$ cat src/rtl/branch_resolver_pkg.sv
// branch_resolver_pkg: shared execute-stage types for branch resolution and conditional execution
package branch_resolver_pkg;
   localparam int WORD = 32;
   typedef enum logic [3:0] {
      CC_EQ, CC_NE, CC_CS, CC_CC, CC_MI, CC_PL, CC_VS, CC_VC,
      CC_HI, CC_LS, CC_GE, CC_LT, CC_GT, CC_LE, CC_AL, CC_NV
   } condition_code_e;
   typedef struct packed {
      logic n;
      logic z;
      logic c;
      logic v;
   } status_register_t;
   typedef enum logic {BR_IDLE, BR_FLUSH} branch_state_e;
endpackage

$ cat src/rtl/branch_resolver_cond_eval.sv
// cond_eval: combinational ARM condition-field check against the current NZCV flags
module cond_eval
   import branch_resolver_pkg::*;
(
   input  logic [3:0] cond_i,
   input  logic [3:0] status_reg_i,
   output logic       taken_o
);
   status_register_t f;
   condition_code_e  cc;
   assign f  = status_register_t'(status_reg_i);
   assign cc = condition_code_e'(cond_i);
   always_comb begin
      taken_o = 1'b0;
      case (cc)
         CC_EQ: taken_o = f.z;
         CC_NE: taken_o = !f.z;
         CC_CS: taken_o = f.c;
         CC_CC: taken_o = !f.c;
         CC_MI: taken_o = f.n;
         CC_PL: taken_o = !f.n;
         CC_VS: taken_o = f.v;
         CC_VC: taken_o = !f.v;
         CC_HI: taken_o = f.c && !f.z;
         CC_LS: taken_o = !f.c || f.z;
         CC_GE: taken_o = f.n == f.v;
         CC_LT: taken_o = f.n != f.v;
         CC_GT: taken_o = !f.z && (f.n == f.v);
         CC_LE: taken_o = f.z || (f.n != f.v);
         CC_AL: taken_o = 1'b1;
         default: taken_o = 1'b0;
      endcase
   end
endmodule

$ cat src/rtl/branch_resolver.sv
// branch_resolver: resolves execute-stage branches into a one-cycle PC redirect plus a fixed flush window,
// and counts branches seen and taken.
module branch_resolver
   import branch_resolver_pkg::*;
#(
   parameter int FLUSH_CYCLES = 2,
   parameter int CNT_WIDTH    = 16
) (
   input  logic                 clk_i,
   input  logic                 reset_i,
   input  logic                 is_valid_i,
   input  logic                 is_branch_i,
   input  logic                 stall_i,
   input  logic [3:0]           cond_i,
   input  logic [3:0]           status_reg_i,
   input  logic [WORD-1:0]      branch_target_i,
   output logic                 redirect_valid_o,
   output logic [WORD-1:0]      redirect_target_o,
   output logic                 flush_o,
   output logic [CNT_WIDTH-1:0] branch_count_o,
   output logic [CNT_WIDTH-1:0] taken_count_o
);
   localparam int FW = $clog2(FLUSH_CYCLES + 1);
   branch_state_e state;
   logic [FW-1:0] flush_cnt;
   logic          taken;
   cond_eval u_cond_eval (
      .cond_i       (cond_i),
      .status_reg_i (status_reg_i),
      .taken_o      (taken)
   );
   always_ff @(posedge clk_i) begin
      if (reset_i) begin
         state             <= BR_IDLE;
         flush_cnt         <= '0;
         redirect_valid_o  <= 1'b0;
         redirect_target_o <= '0;
         flush_o           <= 1'b0;
         branch_count_o    <= '0;
         taken_count_o     <= '0;
      end else if (!stall_i) begin
         case (state)
            BR_IDLE: if (is_valid_i && is_branch_i) begin
               branch_count_o <= branch_count_o + 1'b1;
               if (taken) begin
                  taken_count_o     <= taken_count_o + 1'b1;
                  redirect_target_o <= {branch_target_i[WORD-1:1], 1'b0};
                  redirect_valid_o  <= 1'b1;
                  flush_o           <= 1'b1;
                  flush_cnt         <= FW'(FLUSH_CYCLES);
                  state             <= BR_FLUSH;
               end
            end
            default: begin
               // wrong-path branches arriving here are deliberately ignored
               redirect_valid_o <= 1'b0;
               flush_cnt        <= flush_cnt - 1'b1;
               if (flush_cnt == FW'(1)) begin
                  flush_o <= 1'b0;
                  state   <= BR_IDLE;
               end
            end
         endcase
      end
   end
endmodule
$ cat config.mk
export PLATFORM = sky130hd
export DESIGN_NAME = branch_resolver
export DESIGN_NICKNAME = d
export VERILOG_FILES = /design/src/rtl/branch_resolver_pkg.sv /design/src/rtl/branch_resolver_cond_eval.sv /design/src/rtl/branch_resolver.sv
export SDC_FILE = /design/constraint.sdc
export NUM_CORES = 1
export LEC_CHECK = 0
export CAP_MARGIN = 20
export CORE_ASPECT_RATIO = 1.5
export CORE_UTILIZATION = 24
export CTS_BUF_LIST = sky130_fd_sc_hd__clkbuf_2 sky130_fd_sc_hd__clkbuf_4 sky130_fd_sc_hd__clkbuf_8
export CTS_CLUSTER_SIZE = 20
export DETAILED_ROUTE_END_ITERATION = 12
export SYNTH_ARGS = -nofsm -noshare
export SYNTH_HDL_FRONTEND = slang
export SYNTH_SLANG_ARGS = --single-unit
$ cat constraint.sdc
create_clock -name clk_i -period 2.3 [get_ports clk_i]
set_input_delay 0.46 -clock clk_i [delete_from_list [all_inputs] [get_ports clk_i]]
set_output_delay 0.46 -clock clk_i [all_outputs]
set_load 0.005 [all_outputs]
==> summary.txt <==
Status
  – Result of the run: finished, violations left
  – Failing checks: DRC

Setup path
  – Crit path launch type: input pin
  – Data required time of the critical path: 2540 ps
  – Number of cell instances on the worst register-to-register path: 6
  – Cell mode on critical path: buf_4
  – Kind of end point of the critical path: flop
  – Startpoint of the worst-slack reg-to-reg timing path: state$_SDFFE_PP0N_
  – List of cells traversed by the critical path: clkdlybuf4s50_1, nor3b_1, a21oi_1, nor3_2, nor4_4, buf_4, nor2_4, buf_4, mux2_4
  – Capture point of the worst reg-to-reg path: taken_count_o[8]$_SDFFE_PP0P_
  – Crit Path Category: input pin to flop
  – Slowest-stage cell, CP: clkdlybuf4s50_1
  – Worst reg-to-reg setup slack: 400 ps
  – Worst setup path start: cond_i[1]
  – Worst Setup EP: taken_count_o[0]$_SDFFE_PP0P_
  – Maximum fanout encountered on the critical timing path: 7
  – Largest incremental delay on the critical path: 530 ps
  – Arrival time worst endpoint: 2390 ps

Hold path
  – Path class of the lowest-slack min-delay path: flop to flop
  – Hold_sp: redirect_target_o[22]$_SDFFE_PP0P_

Logic synthesis
  – FF+latch count, synth: 68
  – Mean post-synth cell area: 9.22 um^2
  – Most area-hungry cell type in the Yosys netlist: dfxtp_1
  – Post-Synthesis Net Count: 411
  – Yosys top cell area share: 40.7%
  – Combined area of all synthesized cells: 3350 um^2
  – Leading cell type by number of instances after synthesis: dfxtp_1
  – Main synth FF type: dfxtp_1
  – Syn Inst Count: 363
  – Number of enable flip-flop cells after synthesis: 0
  – Synth area leaders: dfxtp_1 41%, nand2b_1 12%, mux2i_1 10%, xor2_1 3.1%, nor2_1 2.8%
  – Async set-or-reset flop fraction in the synthesized netlist: 0%
  – Post-synthesis cell type count: 45
  – Top post-synthesis cells by count: 68 x dfxtp_1, 65 x nand2b_1, 35 x mux2i_1
  – Synth Warn #: 0
  – Sequential fraction of the synthesis area: 40.7%

Clock network
  – Number of buffers created by CTS: 9
  – Clock slew at reported path FFs: 70 ps
  – Root Driver: clkbuf_8
  – Number of H-tree levels: 3
  – Insertion delay of the later-clocked pin in the worst-skew pair: 350 ps
  – CTS tree: yes
  – Sinks on the clock net: 68
  – Maximum buffer depth of the clock tree: 2

Finish
  – Final Instance Area: 5000 um^2
  – Count of filler cells inserted in the layout: 1376
  – Fraction of layout cells with a size suffix above 1: 12.0%
  – Multi-input logic area: 1850 um^2
  – Number of nets in the layout: 536
  – Antenna Diode Count: 0
  – Post-synthesis to final-layout area growth: 49.3%
  – Register cell area after layout: 1360 um^2
  – Final cell count without fillers: 655

Timing
  – Final-report setup violation count: 0
  – Final max-slew violation count: 0
  – Number of hold-slack violations in the final timing report: 0
  – Final worst path period share: 93.5%
  – Final min period: 2150 ps
  – Clock Skews: 5.68 ps
  – Final Worst Setup Slack: 150 ps
  – Highest clock rate: 0.465 GHz
  – Unrepaired setup endpoints after global routing: false
  – Post-route setup TNS: 0 ps

Routing
  – Antenna Violating Nets Remaining: 0
  – DRC violations left: 4
  – Vias post-DR: 3029
  – First-pass DRT Iterations: 10
  – Drt first-iter violations: 82
  – Routed len/inst: 12.7 um
  – Via density per instance: 4.62
  – Final wirelength: 8300 um

Floorplanning
  – Number of ports placed on the die boundary: 111
  – Starting density of the core: 24.7%
  – Die Y-Extent: 147 um
  – Die Area: 14400 um^2
  – Cell row count: 52
  – X dimension of the die: 98.4 um
  – Core region area: 13500 um^2

Place
  – Detail Placement HPWL: 5960 um
  – Worst setup timing slack at the placement stage: -461 ps
  – Final weighted congestion in routability-driven placement: 0.779
  – Instance area at placement: 4710 um^2
  – IO Port Bufs: 108
  – Placed cell count: 638

Power and ir drop
  – Total power: 0.00286 W
  – Static Leakage: 1.75 nW
  – Cell area power density: 571 nW/um^2
  – Peak supply drop: 0.000251 V

Global route
  – Global Route Usage Sum: 12.3%
  – Remaining global-route overflow: 0
  – Initial antenna violation count: 0
  – Number of global-route vias before repair: 3096
  – Global-route wire length before repair: 14300 um
  – Largest net degree at the start of global routing: 106

Run
  – Maximum Capacitance Violations: 0
per-layer routing:
layer | global-route usage [%] | part of all wire, % | up-vias | routed length [um]
met2 | 21.3 | 50 | 101 | 4160
li1 | - | - | 1496 | -
met1 | 13.2 | 41 | 1416 | 3370
met5 | 0 | 0 | - | 0
met3 | 3.69 | 6.6 | 16 | 546
met4 | 6.94 | 2.7 | 0 | 223
registers in the layout (all words and copies together), names as in the netlist:
register,flops
flush_cnt,2
flush_o,1
branch_count_o,16
taken_count_o,16
state,1
redirect_target_o,31
redirect_valid_o,1
worst min-delay path by stage:
| stage | end | slack, ps | depth (start not counted) |
|---|---|---|---|
| finish | redirect_target_o[22]$_SDFFE_PP0P_ | 470 | 2 |
| global placement | redirect_target_o[21]$_SDFFE_PP0P_ | 460 | 2 |
| detailed placement | redirect_target_o[19]$_SDFFE_PP0P_ | 460 | 2 |
| floorplan | flush_cnt[1]$_SDFFE_PP0P_ | 450 | 1 |
| global route | redirect_target_o[10]$_SDFFE_PP0P_ | 500 | 2 |
| CTS | redirect_target_o[2]$_SDFFE_PP0P_ | 480 | 2 |
critical path, delay by kind of cell:
| family | cells | cell delay, ps |
|---|---|---|
| simple gates | 4 | 720 |
| mux | 1 | 280 |
| compound gates | 1 | 70 |
| buf+inv | 3 | 850 |
cell type report:
cell class                 instances  area share (%)
clock buffer                      10            2.63
clock inverter                     6            2.73
inverter                           3           0.225
multi-input combinational        271            37.0
sequential                        68            27.2
tap                              162            4.05
timing repair buffer             135            26.1
where the power goes:
| part | switching (W) | total (W) | internal [W] |
|---|---|---|---|
| Clock | 0.000485 | 0.00133 | 0.000844 |
| Sequential | 0.0000120 | 0.00121 | 0.00120 |
| Combinational | 0.000128 | 0.000318 | 0.000190 |
| Total | 0.000625 | 0.00286 | 0.00223 |
placed cells by master, fill, tap and decap left out, drive strengths merged, types with 4 or more instances in the layout:
cell type	count
a21oi	17
mux2i	35
nor2b	5
nor3	5
o21ai	8
nand2	17
nor2	26
or4	9
clkdlybuf4s50	100
nand4	6
bufinv	4
and3	6
nand3	13
buf	28
clkbuf	11
o31ai	9
xor2	12
or3	6
dfxtp	68
mux2	4
nand2b	65
through the flow:
stage	util (%)	hold slack, ps
floorplan	-	453
global placement	34.8	457
detailed placement	34.8	464
CTS	36.8	480
global route	36.9	497
finish	36.9	474
what timing repair did:
item / CTS / global route
hold endpoints to repair: 0 / 0
pin swaps: 0 / 2
cloned: 0 / 0
hold buffers: 0 / 0
resized for setup: 5 / 9
buffers inserted: 0 / 1
endpoints found under the setup margin: 40 / 47
logic make-up (layout without fill, tap and decap cells):
kind of cell	Yosys count	count (layout)	synth area share [%]
buffers and inverters	24	154	4.67
and+or+nand+nor	170	170	29.7
muxes	39	39	11.9
adders and majority gates	3	3	1.12
other	1	1	0.112
DFF	68	68	40.7
AOI/OAI and AO/OA	43	43	7.92
xor gates and xnor gates	15	15	3.92
Power figures use the tool's default switching activity.
